$ cat src/rtl/intra_edge_filter.sv
// Intra edge smoothing filter.
// Streams one above/left edge through a 5-tap smoothing kernel selected by
// strength (0 = passthrough, 1..3 = kernel). Samples enter and leave on
// valid/ready handshakes in order; strength and length are latched on start.
//
// state | meaning
// IDLE  | waiting for an accepted start, no input taken
// RUN   | accepting samples; output i is produced when sample i+2 arrives
// FLUSH | input closed; remaining outputs use right-edge replication
// DONE  | one-cycle done pulse, then back to IDLE

module intra_edge_filter #(
   parameter int BIT_DEPTH = 10,
   parameter int MAX_SZ    = 129
) (
   input  logic                 clk,
   input  logic                 rst_n,
   input  logic                 start,
   input  logic [9:0]           strength,
   input  logic [7:0]           sz,
   output logic                 busy,
   input  logic                 in_valid,
   output logic                 in_ready,
   input  logic [BIT_DEPTH-1:0] in_data,
   output logic                 out_valid,
   input  logic                 out_ready,
   output logic [BIT_DEPTH-1:0] out_data,
   output logic                 out_last,
   output logic                 done
);

   localparam int ACC_W = BIT_DEPTH + 4;

   typedef enum logic [1:0] {
      IDLE  = 2'd0,
      RUN   = 2'd1,
      FLUSH = 2'd2,
      DONE  = 2'd3
   } state_t;

   state_t               state;
   logic [1:0]           str_q;
   logic [7:0]           sz_q;
   logic [7:0]           in_cnt;
   logic [7:0]           prod_cnt;
   logic [BIT_DEPTH-1:0] win    [5];
   logic [BIT_DEPTH-1:0] win_nx [5];

   logic                 slot_free;
   logic                 in_fire;
   logic                 shift_en;
   logic                 produce;
   logic                 start_ok;
   logic [ACC_W-1:0]     acc;
   logic [ACC_W-1:0]     rnd;
   logic [BIT_DEPTH-1:0] filt;
   logic [BIT_DEPTH-1:0] res;

   // Handshake qualifiers; a new output may only be produced when the
   // output register is empty or being drained this cycle.
   always_comb begin
      slot_free = !out_valid || out_ready;
      in_ready  = (state == RUN) && slot_free && (in_cnt < sz_q);
      in_fire   = in_valid && in_ready;
      produce   = ((state == RUN) && in_fire && (in_cnt >= 8'd2)) ||
                  ((state == FLUSH) && slot_free && (prod_cnt < sz_q));
      shift_en  = ((state == RUN) && in_fire) || ((state == FLUSH) && produce);
      start_ok  = start && (sz != 8'd0) && (int'(sz) <= MAX_SZ);
   end

   // Next window: the first sample fills every tap (left-edge replication),
   // later samples shift in, and FLUSH repeats the newest tap (right edge).
   always_comb begin
      for (int k = 0; k < 5; k++) win_nx[k] = win[k];
      if (state == RUN && in_cnt == 8'd0) begin
         for (int k = 0; k < 5; k++) win_nx[k] = in_data;
      end else begin
         for (int k = 0; k < 4; k++) win_nx[k] = win[k+1];
         win_nx[4] = (state == RUN) ? in_data : win[4];
      end
   end

   // Kernel evaluated on the post-shift window; centre tap is win_nx[2].
   always_comb begin
      acc = '0;
      case (str_q)
         2'd1: acc = ACC_W'(win_nx[1]) * ACC_W'(4) + ACC_W'(win_nx[2]) * ACC_W'(8) +
                     ACC_W'(win_nx[3]) * ACC_W'(4);
         2'd2: acc = ACC_W'(win_nx[1]) * ACC_W'(5) + ACC_W'(win_nx[2]) * ACC_W'(6) +
                     ACC_W'(win_nx[3]) * ACC_W'(5);
         2'd3: acc = ACC_W'(win_nx[0]) * ACC_W'(2) + ACC_W'(win_nx[1]) * ACC_W'(4) +
                     ACC_W'(win_nx[2]) * ACC_W'(4) + ACC_W'(win_nx[3]) * ACC_W'(4) +
                     ACC_W'(win_nx[4]) * ACC_W'(2);
         default: acc = '0;
      endcase
      rnd  = acc + ACC_W'(8);
      filt = rnd[ACC_W-1:4];
      res  = (prod_cnt == 8'd0 || str_q == 2'd0) ? win_nx[2] : filt;
   end

   // Sample window register.
   always_ff @(posedge clk or negedge rst_n) begin
      if (!rst_n) begin
         for (int k = 0; k < 5; k++) win[k] <= '0;
      end else if (shift_en) begin
         for (int k = 0; k < 5; k++) win[k] <= win_nx[k];
      end
   end

   // Control FSM with registered output stage and counters.
   always_ff @(posedge clk or negedge rst_n) begin
      if (!rst_n) begin
         state     <= IDLE;
         str_q     <= 2'd0;
         sz_q      <= 8'd0;
         in_cnt    <= 8'd0;
         prod_cnt  <= 8'd0;
         busy      <= 1'b0;
         out_valid <= 1'b0;
         out_data  <= '0;
         out_last  <= 1'b0;
         done      <= 1'b0;
      end else begin
         done <= 1'b0;

         if (produce) begin
            out_valid <= 1'b1;
            out_data  <= res;
            out_last  <= (prod_cnt == 8'(sz_q - 8'd1));
            prod_cnt  <= 8'(prod_cnt + 8'd1);
         end else if (out_valid && out_ready) begin
            out_valid <= 1'b0;
            out_last  <= 1'b0;
         end

         case (state)
            IDLE: begin
               if (start_ok) begin
                  sz_q     <= sz;
                  str_q    <= (strength <= 10'd3) ? strength[1:0] : 2'd0;
                  in_cnt   <= 8'd0;
                  prod_cnt <= 8'd0;
                  busy     <= 1'b1;
                  state    <= RUN;
               end
            end
            RUN: begin
               if (in_fire) begin
                  in_cnt <= 8'(in_cnt + 8'd1);
                  if (in_cnt == 8'(sz_q - 8'd1)) state <= FLUSH;
               end
            end
            FLUSH: begin
               if (out_valid && out_ready && out_last) begin
                  done  <= 1'b1;
                  state <= DONE;
               end
            end
            DONE: begin
               busy  <= 1'b0;
               state <= IDLE;
            end
            default: state <= IDLE;
         endcase
      end
   end

endmodule

$ cat config.mk
export PLATFORM = sky130hd
export DESIGN_NAME = intra_edge_filter
export DESIGN_NICKNAME = d
export VERILOG_FILES = /design/src/rtl/intra_edge_filter.sv
export SDC_FILE = /design/constraint.sdc
export NUM_CORES = 1
export LEC_CHECK = 0
export ABC_CLOCK_PERIOD_IN_PS = 7500
export BUFFER_PORTS_ARGS = -buffer_cell sky130_fd_sc_hd__buf_2
export CORE_MARGIN = 2
export CORE_UTILIZATION = 50
export DETAILED_ROUTE_END_ITERATION = 7
export PLACE_DENSITY = 0.67
export REMOVE_ABC_BUFFERS = 1
export SYNTH_ARGS = -nofsm -noshare
export SYNTH_HDL_FRONTEND = slang
export SYNTH_SLANG_ARGS = --single-unit
$ cat constraint.sdc
create_clock -name clk -period 7.5 [get_ports clk]
set_clock_uncertainty 0.15 [all_clocks]
set_input_delay 0.75 -clock clk [delete_from_list [all_inputs] [get_ports clk]]
set_output_delay 0.75 -clock clk [all_outputs]
set_load 0.01 [all_outputs]
# Word level (Yosys, flattened, before mapping)
# Index checks and enable logic that the tools add are counted.
# totals
register_bits,82
out_inout_bits,15
# classes
add_sub_neg,12
n_mul,3
order_cmp,5
n_eq_ne,12
n_mux,23
reduce_logical,30
# op_table
op,n
2-to-1 mux 50 bit,1
one-hot mux 14 bit (3 select lines),1
2-to-1 mux 8 bit,5
adder 14 x 12 -> 14 bit,2
multiplier 10 x 3 -> 13 bit (second input constant),2
2-to-1 mux 10 bit,2
adder 8 x 1 -> 8 bit (second input constant),2
equality test 8 bit,2
zero test 8 bit,2
less-than comparator 8 bit,2
one-hot mux 8 bit (2 select lines),1
adder 12 x 13 -> 14 bit,1
adder 13 x 12 -> 14 bit,1
adder 13 x 13 -> 14 bit,1
adder 14 x 11 -> 14 bit,1
adder 14 x 13 -> 14 bit,1
adder 14 x 4 -> 14 bit (second input constant),1
adder 11 x 12 -> 13 bit,1
logical AND 1 bit,13
multiplier 10 x 2 -> 12 bit (second input constant),1
less-or-equal comparator 10 x 2 -> 1 bit (second input constant),1
2-to-1 mux 2 bit,5
equality test 2 bit (second input constant),4
greater-or-equal comparator 8 x 2 -> 1 bit (second input constant),1
16 further kinds,31

# Longest topological paths before layout
# depth
depth_word,11
ltp_mapped,29
depth_no_buf,27

# Worst setup path after synthesis
# No wires, ideal clock.
# synth_path
path_kind,flip-flop to flip-flop
from,register in_cnt[1]
to,register out_data[5]
setup_ns,0.125
arrival_ns,6.311
required_time_ns,7.225
slack_ns,0.915
stages_incl_launch_ff,26
path_buffers,3
period_less_slack_ns,6.585
path_cell_list,dfrtp_1 -> inv_1 -> ha_1 -> and4bb_2 -> clkbuf_1 -> nand2_1 -> clkbuf_1 -> clkbuf_1 -> a21oi_1 -> inv_1 -> ha_1 -> fa_1 -> fa_1 -> inv_1 -> fa_1 -> inv_1 -> ha_1 -> and4b_1 -> nand4_1 -> and4_2 -> o31a_1 -> nor3b_1 -> nand2b_1 -> xor2_1 -> mux2i_1 -> mux2_2
# synth_lines
item,line,source
from (decl),44,logic [7:0] in_cnt;
from (signal assigned),149,in_cnt <= 8'(in_cnt + 8'd1);
to (signal assigned),128,out_data <= res;
to (decl),27,"output logic [BIT_DEPTH-1:0] out_data,"

==> flow_summary.ini <==
[drt]
drc = 0
firstDrtPassIters = 6
route.vias.total = 6934
vias_per_cell = 5.54
wl_met3_um = 842
routedWlPerCell_um = 16.8
ant_nets = 0
wl_met2_um = 9940
drt-met1-wl_um = 9950
drt_iter0_markers = 376
highest_layer = met4
wl_um = 21100

[yosys]
ys_types = 75
synth-seq-area-share_pct = 23.4
synthCells = 976
syn_area_mm2 = 0.00877
ys_ff_latch = 82
ys.flop_type = dfrtp_1
synth_top_area_share_pct = 23.4
yosys_warnings = 0
synthArstFlopShare_pct = 100
netlist.top_cell.by_area = dfrtp_1
ys_top_cells_by_area = dfrtp_1, fa_1, ha_1, a21oi_1, inv_1
postSynthAreaPerCell_um2 = 8.99
synth-edff-count = 0

[clocking]
clock_latency_ps = 350
clkTransAtPathRegs_ps = 80
htreeDepth = 3
ctsHoldBuffers = 0
root_buffer = clkbuf_16
post_cts_buffers = 0
post_cts_resized = 0
numCtsBuffers = 9
cts_tree = yes
clock_path_buffers = 2
clkSinkCount = 82

[layout]
final_cell_mix = inv_1, a21oi_1, nor2_1, ha_1, dfrtp_1
diodes = 0
num-nets-final = 1213
design_area_mm2 = 0.00954
drive_gt1_share_pct = 11.3
layout_commonest_cell = inv_1
area_growth_pct = 8.71

[placement]
place_hpwl_um = 17100
port_buffers = 47
place.gp.congestion = 0.875
pre_cts_slack_ps = 680
placed_area_mm2 = 0.00925

[worst_setup_path]
cp_top_family = adder cells
cp_common_cell = inv_1
crit_chain = inv_1, ha_1, and4bb_2, nand2_1, buf_4, a21oi_1, inv_1, ha_1, fa_1, fa_1, inv_1, fa_1, inv_1, ha_1, a21oi_1, o211ai_1, and4b_1, or3_1, o211ai_1, nand2b_1, xor2_1, mux2i_1, mux2_2
crit_type = flop to flop
r2r-end = out_data[5]
cp_slowest_cell = fa_1
start_kind = flop
r2r_slack_ps = 670
cpPeakStageDelay_ps = 540
r2r_start = in_cnt[0]
worstSetupEndpointType = flop
critPathMaxFanout = 22
reg2reg_depth = 23
cp_num_buf_inv = 5
cp.required_ps = 7590
arrival_ps = 6920

[global_routing]
grt_pass1_wl_um = 35300
grt_pass1_vias = 7078
grt_max_degree = 74
antenna_found_initial = 0
grtUsageTotal_pct = 24.5
grt-ovfl-total = 0

[run]
maxCapViolations = 0

[timing]
slew_headroom_pct = 44.0
max_freq_mhz = 146
slew_violations = 0
setup_viol = 0
finalCritPeriodShare_pct = 91.0
fin_crit_ps = 6830
rsz0062_at_grt = no
whs_ps = 98.9
final.setup.worst_slack_ps = 674
tightest_slew_ps = 840
finalSetupTns_ps = 0
hold_viol = 0

[floorplanning]
rows = 48
fp.dieH_um = 136
fp.dieW_um = 136
pin_count = 48
core_mm2 = 0.0172
dieArea_mm2 = 0.0186
start_util_pct = 50.9

[status]
outcome = complete, no violations

[hold_path]
hp-class = input port to asynchronous set/reset pin
## cell families after synthesis
kind of cell	count (synthesis)	synth area share, %
AND/OR/NAND/NOR	259	14.9
AO/OA/AOI/OAI	227	16.6
adder cells (fa/ha/maj)	160	28.1
buffers and inverters	155	7.19
flip-flops	82	23.4
XOR/XNOR	67	6.69
multiplexers	26	3.15
## synth_stat cells, drive strengths merged (6+ instances only)
cell type,instances
xnor2,39
nor3b,6
nor2b,8
clkbuf,16
nand3b,6
o21a,11
nand2,47
o2111ai,6
a211oi,6
inv,127
mux2,13
nor4,8
mux2i,13
and3,18
o21ai,33
nor2,98
a21oi,101
dfrtp,82
ha,97
nand3,16
o21bai,8
fa,62
a31oi,7
xor2,28
nand2b,7
a21o,17
nor3,15
buf,12
## worst max-delay path by stage
stage / start / endpoint / slack, ps / cells after the start
after detailed placement: in_cnt[0] / out_data[5] / 680 / 23
after CTS: in_cnt[0] / out_data[5] / 670 / 23
final: in_cnt[0] / out_data[5] / 670 / 23
after floorplan: state[1] / out_data[5] / 330 / 22
after global placement: state[1] / out_data[5] / 810 / 23
after global routing: in_cnt[0] / out_data[9] / 120 / 23
## through the flow
| stage | util, % | instances |
|---|---|---|
| final | 55.3 | 1251 |
| after global routing | 55.3 | 1251 |
| after global placement | 53.7 | 1235 |
| after floorplan | - | 948 |
| after detailed placement | 53.7 | 1235 |
| after CTS | 55.3 | 1251 |
## flip-flops by register name, indices dropped and copies added (netlist names)
register	flops
str_q	2
win	40
out_valid	1
done	1
busy	1
in_cnt	8
state	2
out_last	1
prod_cnt	8
sz_q	8
out_data	10
## layout make-up
class	count	area [um^2]
clock buffers	9	225
clock inverters	7	61.3
fillers	1564	7700
inverters	127	477
multi-input cells	739	6090
flip-flops and latches	82	2050
well taps	225	282
repair buffers	62	350
## worst reg2reg max path: cells and delay by family (launching register included)
family | cells | cell delay (ps)
AO/OA/AOI/OAI | 4 | 1090
XOR/XNOR | 1 | 160
adder cells (fa/ha/maj) | 6 | 2360
buffers and inverters | 5 | 790
flip-flops | 1 | 410
multiplexers | 2 | 350
AND/OR/NAND/NOR | 5 | 1420
## metal layers
metal / track usage, % / up-vias
met1: 33.6 / 3344
met4: 6.83 / 0
met2: 40.6 / 134
met3: 3.36 / 29
li1: - / 3427
met5: 0 / -
Power is left out: the tool's default activity adds up to more than one toggle a clock period on the data nets, which glitch-free logic cannot reach.
